`config.mk`:
```
export PLATFORM = sky130hd
export DESIGN_NAME = serial_adder
export DESIGN_NICKNAME = d
export VERILOG_FILES = /design/src/rtl/serial_adder_pkg.sv /design/src/rtl/full_adder.sv /design/src/rtl/serial_adder.sv
export SDC_FILE = /design/constraint.sdc
export NUM_CORES = 1
export LEC_CHECK = 0
export ABC_AREA = 1
export BUFFER_PORTS_ARGS = -buffer_cell sky130_fd_sc_hd__buf_2
export CORE_AREA = 2 2 59 61
export CTS_CLUSTER_DIAMETER = 200
export DETAILED_ROUTE_END_ITERATION = 8
export DIE_AREA = 0 0 61 63
export PLACE_DENSITY = 0.72
export SETUP_SLACK_MARGIN = 0.5
export SKIP_CTS_REPAIR_TIMING = 1
export SYNTH_ARGS = -nofsm -noshare
export SYNTH_HDL_FRONTEND = slang
export SYNTH_SLANG_ARGS = --single-unit
```
`constraint.sdc`:
```
create_clock -name clk -period 1.1 [get_ports clk]
set_input_delay 0.275 -clock clk [delete_from_list [all_inputs] [get_ports clk]]
set_output_delay 0.275 -clock clk [all_outputs]
set_load 0.01 [all_outputs]
```
`src/rtl/serial_adder_pkg.sv`:
```
// Shared FSM encoding and sizing helpers for the bit-serial adder.
// Benches import this package to decode the state register.
package serial_adder_pkg;

    localparam int STATE_W = 2;

    typedef enum logic [STATE_W-1:0] {
        IDLE  = 2'd0,
        SHIFT = 2'd1,
        DONE  = 2'd2
    } state_t;

    // One bit wider than the index range so the counter can hold WIDTH itself.
    function automatic int cnt_width(input int width);
        return $clog2(width) + 1;
    endfunction

endpackage

```
`src/rtl/full_adder.sv`:
```
// Single-bit full adder slice.
// Latency: purely combinational.
// Backpressure: none; no handshake on this slice.
module full_adder (
    input  logic a,
    input  logic b,
    input  logic carry_in,
    output logic sum,
    output logic carry_out
);

    assign sum       = a ^ b ^ carry_in;
    assign carry_out = (a & b) | (a & carry_in) | (b & carry_in);

endmodule

```
`src/rtl/serial_adder.sv`:
```
// Bit-serial adder: one full-adder evaluation per clock, LSB first.
// Latency: WIDTH busy cycles after the accepting edge, then a one-cycle done pulse.
// Backpressure: start is ignored while busy; accepted again in IDLE or DONE.
module serial_adder
    import serial_adder_pkg::*;
#(
    parameter int WIDTH = 8
) (
    input  logic             clk,
    input  logic             rst,
    input  logic             start,
    input  logic [WIDTH-1:0] a,
    input  logic [WIDTH-1:0] b,
    input  logic             carry_in,
    output logic             busy,
    output logic             done,
    output logic [WIDTH-1:0] sum,
    output logic             carry_out
);

    localparam int             CW   = cnt_width(WIDTH);
    localparam logic [CW-1:0]  LAST = CW'(WIDTH - 1);

    state_t           state;
    state_t           state_nxt;
    logic             load;
    logic             last_bit;
    logic [WIDTH-1:0] a_sr;
    logic [WIDTH-1:0] b_sr;
    logic [WIDTH-1:0] sum_r;
    logic             carry_ff;
    logic             cout_r;
    logic [CW-1:0]    cnt;
    logic             fa_sum;
    logic             fa_cout;

    full_adder u_fa (
        .a         (a_sr[0]),
        .b         (b_sr[0]),
        .carry_in  (carry_ff),
        .sum       (fa_sum),
        .carry_out (fa_cout)
    );

    assign last_bit = (cnt == LAST);

    always_comb begin
        state_nxt = state;
        load      = 1'b0;
        unique case (state)
            IDLE: begin
                if (start) begin
                    state_nxt = SHIFT;
                    load      = 1'b1;
                end
            end
            SHIFT: begin
                if (last_bit) begin
                    state_nxt = DONE;
                end
            end
            DONE: begin
                // Back-to-back accept: a start seen during the done pulse loads immediately.
                if (start) begin
                    state_nxt = SHIFT;
                    load      = 1'b1;
                end else begin
                    state_nxt = IDLE;
                end
            end
            default: state_nxt = IDLE;
        endcase
    end

    always_ff @(posedge clk or posedge rst) begin
        if (rst) begin
            state    <= IDLE;
            a_sr     <= '0;
            b_sr     <= '0;
            sum_r    <= '0;
            carry_ff <= 1'b0;
            cout_r   <= 1'b0;
            cnt      <= '0;
        end else begin
            state <= state_nxt;
            if (load) begin
                a_sr     <= a;
                b_sr     <= b;
                carry_ff <= carry_in;
                cnt      <= '0;
                sum_r    <= '0;
            end else if (state == SHIFT) begin
                a_sr     <= {1'b0, a_sr[WIDTH-1:1]};
                b_sr     <= {1'b0, b_sr[WIDTH-1:1]};
                sum_r    <= {fa_sum, sum_r[WIDTH-1:1]};
                carry_ff <= fa_cout;
                cnt      <= cnt + 1'b1;
                // The final carry is only published alongside the completed sum.
                if (last_bit) begin
                    cout_r <= fa_cout;
                end
            end
        end
    end

    assign busy      = (state == SHIFT);
    assign done      = (state == DONE);
    assign sum       = sum_r;
    assign carry_out = cout_r;

endmodule

```
==> run metrics, run 1 <==
Yosys cell types=19; Avg Cell Area, Syn=7.90 sq um; clk slew on worst S/H paths=around 100 ps; ANT nets after route=0; Fmax=0.765 GHz; Ys Warns=0; worst setup margin=-207 ps; FF/Latch Area=802 sq um; vias per cell=4.54; H-tree depth=2; final wirelength=3130 microns; buffer and inverter count on the worst path=3; Synth Cell Area=~0.0015 sq mm; VDD IR max=1.22 mV; worst r2r src=state[1]; # fillers=between 300 and 400; crit path capture type=output pin; total track usage=0.165; Final GP Congestion=roughly 0.73; floorplan die height=around 63 microns; Tcrit/Tclk final=1.19; Num CTS Buffers=5; met2 wire length=1580 microns; internal power=about 3.5 mW; first-pass GRT wire length=4730 microns; DRC marker count from the first detailed-route iteration=38; CP required=approximately 800 ps; Initial Util=0.460; met3 wire len=137 microns; crit-path leading delay family=flip-flops; Finished Layout Cells=290; drt pass-1 iters=4; gr ovfl total=0; CP Max Fanout=5; RSZ-0062 raised after global routing=yes; Hold Path Class=in -> async; Flop pwr share=0.337; Finish-stage setup viols=30; clk_lat worst skew=340 ps; share of cells above drive strength 1=0.398; worst slew pin tran=178 ps; # DRC=0; Site Rows=21; CP Cell Sequence=inv_2 -> nand2_4 -> inv_8 -> buf_6; largest net degree at the start of global routing=33; maxcap violations=0; post-synthesis sequential area ratio=0.539; Root Buffer=clkbuf_4; hold slack=-50.4 ps; DP HPWL=1940 microns; via count=roughly 1300; Antenna Diode Count=0; Die ar.=approximately 0.0038 sq mm; endpoints failing hold=32; initial antenna violation count=0; post-synth net total=210; multi-input logic area=~630 sq um; Max Buffers Root-to-Sink=2; vias in the first global route=1145; WP data arrival=around 1000 ps; placed insts=269; Min Clock Period, post-route=1310 ps; failing checks=hold timing, setup timing; slew margin rel.=0.882; Final #Nets=about 270; Power Dens Cells=2850 mW/mm^2; clk sink count=32; Synth Instances=188; Setup CP Type=reg -> out; startpoint types=register; I/O pin cnt=31; CTS tree=yes; M1 wire length=between 1000 and 1500 microns; total leakage power=1.15 nW; post-DR wirelength/cell=about 11 microns; CP max-delay cell=dfrtp_1; combinational share of power=0.559; outcome=finished with violations; clk_skew=about 8.8 ps; area delta synth->final=39.9%; die width=61 microns; worst slack at placement=-35.6 ps; top sig layer=met4; FF+latch count, synth=32; max-slew violations=0; crit-path max cell delay=380 ps; Sw Ratio=0.413; crit path from=state[1]; # port buffers=30; Psw=around 2.4 mW; flop2flop setup slack=-120 ps; Clk pwr share=0.103; core area=0.00323 sq mm
==> cell type report <==
cell class / instances / area share
clock buffers: 6 / 0.0199
repair buffers: 53 / 0.178
inverters: 35 / 0.0783
well taps: 46 / 0.0277
multi-input cells: 116 / 0.304
flip-flops and latches: 32 / 0.386
clock inverters: 1 / 0.00241
repair inverters: 1 / 0.00421
==> logic make-up after synthesis <==
group,after synthesis,synth area share
buffers and inverters,40,0.123
DFF,32,0.539
adders and majority gates,2,0.0219
AOI/OAI and AO/OA,14,0.0531
and+or+nand+nor,100,0.263
==> synthesized netlist by cell type <==
cell,number,share of area
a21oi_1,1,0.0034
buf_2,1,0.0034
buf_4,1,0.0051
buf_6,3,0.023
clkinv_1,1,0.0025
dfrtp_1,32,0.54
fa_1,1,0.013
ha_1,1,0.0084
inv_1,30,0.076
inv_2,2,0.0051
inv_4,2,0.0084
nand2_1,90,0.23
nand2_2,2,0.0084
nand2_4,1,0.0076
nand3_1,2,0.0067
nor2_1,5,0.013
o21ai_0,4,0.013
o21ai_1,2,0.0067
o22ai_1,7,0.029
==> metal layers <==
metal | up-vias | track usage
met5 | - | 0
met1 | 616 | 0.193
met3 | 7 | 0.0621
li1 | 667 | -
met2 | 28 | 0.266
met4 | 0 | 0.0652
==> power by group through the flow <==
| stage | logic [mW] | clock network (mW) | registers, mW |
|---|---|---|---|
| 6_report | 3.32 | 0.612 | 2.00 |
| 5_1_grt | 3.70 | 0.700 | 2.07 |
| 4_1_cts | 2.30 | 0.631 | 1.99 |
| 3_5_place_dp | 2.28 | 0 | 2.01 |
| 3_3_place_gp | 2.22 | 0 | 1.99 |
| 2_1_floorplan | 1.63 | 0 | 2.04 |
==> flip-flops by register name, indices dropped and copies added, names as in the netlist <==
signal     cells
a_sr           8
b_sr           8
sum            8
cnt            4
state          2
carry_ff       1
carry_out      1
==> worst min-delay path: stages <==
cell        delay (ps)
buf_2              110
clkinvlp_4          70
buf_12             190
==> layout by cell type, fill, tap and decap left out, types with 2 or more instances in the layout <==
cell / instances
o21ai_2: 4
dfrtp_1: 31
nand2_4: 2
o22ai_2: 7
buf_2: 27
inv_1: 25
buf_6: 7
nand2_2: 6
inv_8: 2
inv_2: 5
nand3_1: 2
nor2_2: 2
nand2_8: 2
o21ai_1: 2
nand2_1: 83
buf_4: 18
clkbuf_4: 5
nor2_1: 2
==> final timing paths <==
check | to | cells past startpoint
max in group asynchronous | state[0] | 3
min reg2reg | b_sr[7] | 2
max | busy | 4
min | sum[5] | 3
max reg2reg | sum[7] | 6
min in group clk | b_sr[7] | 3
==> through the flow <==
step                       util  setup TNS [ps]  total power, mW  cell area, sq um
after CTS                 0.556           -1040             4.91              1800
after detailed placement  0.542           -53.2             4.29              1750
after global routing      0.643           -3970             6.47              2080
after global placement    0.542               0             4.21              1750
after floorplan               -               0             3.67              1510
final                     0.643           -2000             5.93              2080
Note: power is estimated with default switching activity, not from simulation.
==> run 2: changes to the inputs <==
--- a/config.mk
+++ b/config.mk
@@ -6,12 +6,15 @@
 export NUM_CORES = 1
 export LEC_CHECK = 0
 export ABC_AREA = 1
+export ABC_CLOCK_PERIOD_IN_PS = 1100
 export BUFFER_PORTS_ARGS = -buffer_cell sky130_fd_sc_hd__buf_2
-export CORE_AREA = 2 2 59 61
+export CELL_PAD_IN_SITES_DETAIL_PLACEMENT = 0
+export CELL_PAD_IN_SITES_GLOBAL_PLACEMENT = 1
+export CORE_AREA = 2 2 69 71
 export CTS_CLUSTER_DIAMETER = 200
 export DETAILED_ROUTE_END_ITERATION = 8
-export DIE_AREA = 0 0 61 63
-export PLACE_DENSITY = 0.72
+export DIE_AREA = 0 0 71 73
+export PLACE_DENSITY_LB_ADDON = 0.1
 export SETUP_SLACK_MARGIN = 0.5
 export SKIP_CTS_REPAIR_TIMING = 1
 export SYNTH_ARGS = -nofsm -noshare
==> run 2 against run 1 <==
Net effect: the flow still finishes with violations (hold timing, setup timing); critical path type unchanged; cell count increased by 4.1%; global-route usage shrank 3.4 points; critical endpoint unchanged; highest routed layer unchanged; clock skew decreased by 2.9 ps; via count decreased by 2.8%; count of clock-buffer cells in the layout is 2 higher; combinational power fell by 5%; register-to-register slack got worse by 20 ps.
==> run metrics, run 2 (same netlist as run 1, synthesis figures left out) <==
combinational share of power=0.519; final wirelength=3320 microns; Max Buffers Root-to-Sink=2; GR Layer Usage met1=0.143; via count=1281; first-pass GRT wire length=5260 microns; Finish-stage setup viols=31; FF-to-FF path depth=8; area delta synth->final=41.3%; FF/Latch Area=802 sq um; worst slew pin tran=318 ps; Clk pwr share=0.152; largest net degree at the start of global routing=22; Tcrit/Tclk final=1.17; worst slack at placement=-51.5 ps; ANT nets after route=0; failing checks=hold timing, setup timing; share of cells above drive strength 1=0.343; Psw=approximately 2.4 mW; crit path capture type=output pin; slew margin rel.=0.788; I/O pin cnt=31; gr ovfl total=0; Fmax=0.775 GHz; endpoints failing hold=11; worst setup margin=-191 ps; Final #Nets=269; Post-DP Area=between 0.0015 and 0.002 sq mm; clk sink count=32; Min Clock Period, post-route=around 1300 ps; core area=0.00454 sq mm; hold slack=-47.5 ps; startpoint types=register; DRC marker count from the first detailed-route iteration=52; clk_skew=5.95 ps; Final GP Congestion=between 0.7 and 0.8; floorplan die height=73 microns; Num CTS Buffers=5; Final Util=0.463; busiest layer in global routing=met2; Flop pwr share=0.329; # fillers=469; total leakage power=1.17 nW; Power Dens Cells=2900 mW/mm^2; outcome=finished with violations; Site Rows=25; VDD IR max=0.795 mV; drt pass-1 iters=4; WP data arrival=a little over 1000 ps; worst r2r src=state[1]; met2 GRT Util=0.238; total track usage=0.131; CP Max Fanout=5; Root Buffer=clkbuf_8; Die ar.=0.00518 sq mm; vias in the first global route=1222; Setup CP Type=reg -> out; H-tree depth=2; multi-input logic area=568 sq um; initial antenna violation count=0; Antenna Diode Count=0; Hold Path Class=in -> async; maxcap violations=0; clk_lat worst skew=280 ps; max-slew violations=0; flop2flop setup slack=-140 ps; CTS tree=yes; vias per cell=around 4.2; internal power=3.71 mW; clk slew on worst S/H paths=70 ps; DP HPWL=2190 microns; Finished Layout Cells=302; commonest non-fill, non-tap cells in the layout=nand2_1 (84), dfrtp_1 (31), inv_1 (28), buf_2 (28), buf_4 (19); most common cell after layout, fill and taps aside=nand2_1; # DRC=0; fin area=0.00210 sq mm; RR Endpoint=cnt[2]; post-DR wirelength/cell=roughly 11 microns; CP required=820 ps; placed insts=280; Initial Util=0.327; Sw Ratio=0.389; # port buffers=30; met3 Use GR=0.0331; die width=71 microns; RSZ-0062 raised after global routing=yes
run 2: worst max-delay path by stage:
stage / startpoint / to
5_1_grt: state[1] / busy
3_3_place_gp: a_sr[0] / carry_ff
4_1_cts: state[0] / busy
2_1_floorplan: a_sr[0] / sum[7]
6_report: state[1] / busy
3_5_place_dp: a_sr[0] / carry_ff
run 2: through the flow:
stage / setup TNS, ps / total power, mW
2_1_floorplan: 0 / 3.67
3_3_place_gp: -6.81 / 4.40
3_5_place_dp: -75.8 / 4.47
4_1_cts: -671 / 5.43
5_1_grt: -3870 / 6.64
6_report: -1700 / 6.08
run 2: critical path: stages (launching register included):
cell and delay, ps:
dfrtp_1 370, inv_2 100, nand2_4 90, inv_8 80, buf_6 100
run 2: power groups by stage:
stage | registers, mW | clock network (mW) | logic [mW]
6_report | 2.00 | 0.923 | 3.16
5_1_grt | 2.05 | 1.02 | 3.57
4_1_cts | 1.99 | 0.964 | 2.48
3_5_place_dp | 2.01 | 0 | 2.47
3_3_place_gp | 1.98 | 0 | 2.43
2_1_floorplan | 2.04 | 0 | 1.63
run 2: routing by layer:
metal / wire (microns) / part of all wire
met1: 1440 / 0.43
met2: 1710 / 0.51
met3: 128 / 0.039
met4: 49 / 0.015
met5: 0 / 0
run 2: cell type report:
class | count | share of cell area
sequential | 32 | 0.382
tap | 54 | 0.0322
multi-input combinational | 116 | 0.271
timing repair inverter | 2 | 0.00716
inverter | 35 | 0.0787
timing repair buffer | 55 | 0.186
clock buffer | 8 | 0.0429
==> run 3: changes to the inputs <==
--- a/config.mk
+++ b/config.mk
@@ -6,14 +6,14 @@
 export NUM_CORES = 1
 export LEC_CHECK = 0
 export ABC_AREA = 1
-export ABC_CLOCK_PERIOD_IN_PS = 1100
+export ABC_CLOCK_PERIOD_IN_PS = 1400
 export BUFFER_PORTS_ARGS = -buffer_cell sky130_fd_sc_hd__buf_2
 export CELL_PAD_IN_SITES_DETAIL_PLACEMENT = 0
 export CELL_PAD_IN_SITES_GLOBAL_PLACEMENT = 1
-export CORE_AREA = 2 2 69 71
+export CORE_AREA = 2 2 65 67
 export CTS_CLUSTER_DIAMETER = 200
 export DETAILED_ROUTE_END_ITERATION = 8
-export DIE_AREA = 0 0 71 73
+export DIE_AREA = 0 0 67 69
 export PLACE_DENSITY_LB_ADDON = 0.1
 export SETUP_SLACK_MARGIN = 0.5
 export SKIP_CTS_REPAIR_TIMING = 1
==> constraint.sdc (replaced) <==
create_clock -name clk -period 1.4 [get_ports clk]
set_input_delay 0.35 -clock clk [delete_from_list [all_inputs] [get_ports clk]]
set_output_delay 0.35 -clock clk [all_outputs]
set_load 0.01 [all_outputs]
==> run 3 against run 2 <==
Net effect: the flow now finishes without violations; combinational power fell by 15%; sequential share of layout area fell by 1.3 points; cell count fell by 3.0%; worst setup slack improved by 200 ps; sequential cell count did not move; global-route usage rose by 1.8 points; hold slack improved by 140 ps; via count rose by 3.3%; design area rose by 3.5%; critical endpoint unchanged; largest cell class unchanged; largest power group unchanged.
==> run metrics, run 3 (same netlist as run 1, synthesis figures left out) <==
Antenna Diode Count=0; Site Rows=23; slew margin rel.=0.864; # port buffers=30; endpoints failing hold=0; Finished Layout Cells=roughly 290; post-DR wirelength/cell=11.6 microns; Max Buffers Root-to-Sink=2; vias in the first global route=1254; Min Clock Period, post-route=~1400 ps; Tcrit/Tclk final=0.993; WP data arrival=1040 ps; Final #Nets=between 200 and 300; CP Cell Sequence=nand2_8 -> clkinv_8 -> buf_6; Post-DP Area=0.00170 sq mm; most common cell after layout, fill and taps aside=nand2_1; placed insts=265; largest net degree at the start of global routing=33; startpoint types=register; commonest non-fill, non-tap cells in the layout=nand2_1 (77), dfrtp_1 (31), buf_2 (27); fin area=0.00217 sq mm; clk_lat worst skew=280 ps; FF-to-FF path depth=7; Num CTS Buffers=5; VDD IR max=1.06 mV; floorplan die height=69 microns; area delta synth->final=46.3%; clk_skew=3.07 ps; clk sink count=32; clk slew on worst S/H paths=about 60 ps; Fmax=0.719 GHz; DP HPWL=2030 microns; flop2flop setup slack=150 ps; via count=~1300; crit-path max cell delay=450 ps; Power Dens Cells=2330 mW/mm^2; Setup CP Type=reg -> out; # DRC=0; H-tree depth=2; crit path capture type=output pin; share of cells above drive strength 1=0.391; RSZ-0062 raised after global routing=yes; Root Buffer=clkbuf_8; CP Max Fanout=8; Final TNS setup=0 ps; CP required=1050 ps; I/O pin cnt=31; core area=roughly 0.004 sq mm; Initial Util=0.379; first-pass GRT wire length=5330 microns; maxcap violations=0; Finish-stage setup viols=0; drt pass-1 iters=4; # fillers=385; RR Endpoint=sum[0]; worst r2r src=state[0]; vias per cell=between 4 and 5; CTS tree=yes; worst slew pin tran=203 ps; Final GP Congestion=0.695; total leakage power=1.20 nW; DRC marker count from the first detailed-route iteration=a little over 80; max-slew violations=0; die width=67 microns; total track usage=0.149; CP max-delay cell=dfrtp_2; Die ar.=0.00462 sq mm; ANT nets after route=0; final wirelength=approximately 3400 microns; outcome=completed; initial antenna violation count=0; gr ovfl total=0; Hold Path Class=in -> async
run 3: changes by cell type in the layout (fill, tap and decap cells not counted), sizes merged:
cell,delta
inv,-2
buf,-4
clkinv,+2
clkbuf,-1
run 3: power by group:
part           internal (mW)  switching, mW
clock network          0.437          0.321
registers               1.34          0.272
logic                   1.24           1.45
total                   3.02           2.04
run 3: how the worst max path moves through the flow:
stage	from	endpoint	slack, ps	depth (start not counted)
floorplan	a_sr[0]	sum[7]	320	3
global placement	state[0]	sum[0]	150	5
detailed placement	state[0]	sum[0]	130	5
CTS	state[0]	busy	-160	3
global route	state[0]	busy	-30	3
finish	state[0]	busy	9	3
run 3: layer usage:
metal  vias to the layer above  share of wire  global-route usage
met5                         -              0                   0
met3                         6          0.045              0.0392
li1                        669              -                   -
met2                        32           0.51               0.252
met1                       616           0.43               0.174
met4                         0          0.014              0.0635
run 3: critical path, delay by kind of cell, from the launching register on:
kind / cells / cell delay [ps]
and+or+nand+nor: 1 / 120
DFF: 1 / 450
buffers and inverters: 2 / 190
run 3: layout make-up:
class,instances,area [sq um],share of cell area
Sequential cell,32,802,0.369
Multi-Input combinational cell,116,634,0.292
Timing Repair Buffer,51,382,0.176
Inverter,35,173,0.0795
Clock buffer,7,96.3,0.0444
Tap cell,50,62.6,0.0288
Timing Repair inverter,2,22.5,0.0104
run 3: through the flow:
stage,setup WS [ps],util,hold WS (ps),total power [mW]
floorplan,322,-,278,2.88
CTS,-163,0.458,92.7,4.01
global route,-28.2,0.555,106,5.50
detailed placement,125,0.433,398,3.23
global placement,152,0.433,393,3.19
finish,9.40,0.555,97.4,5.07
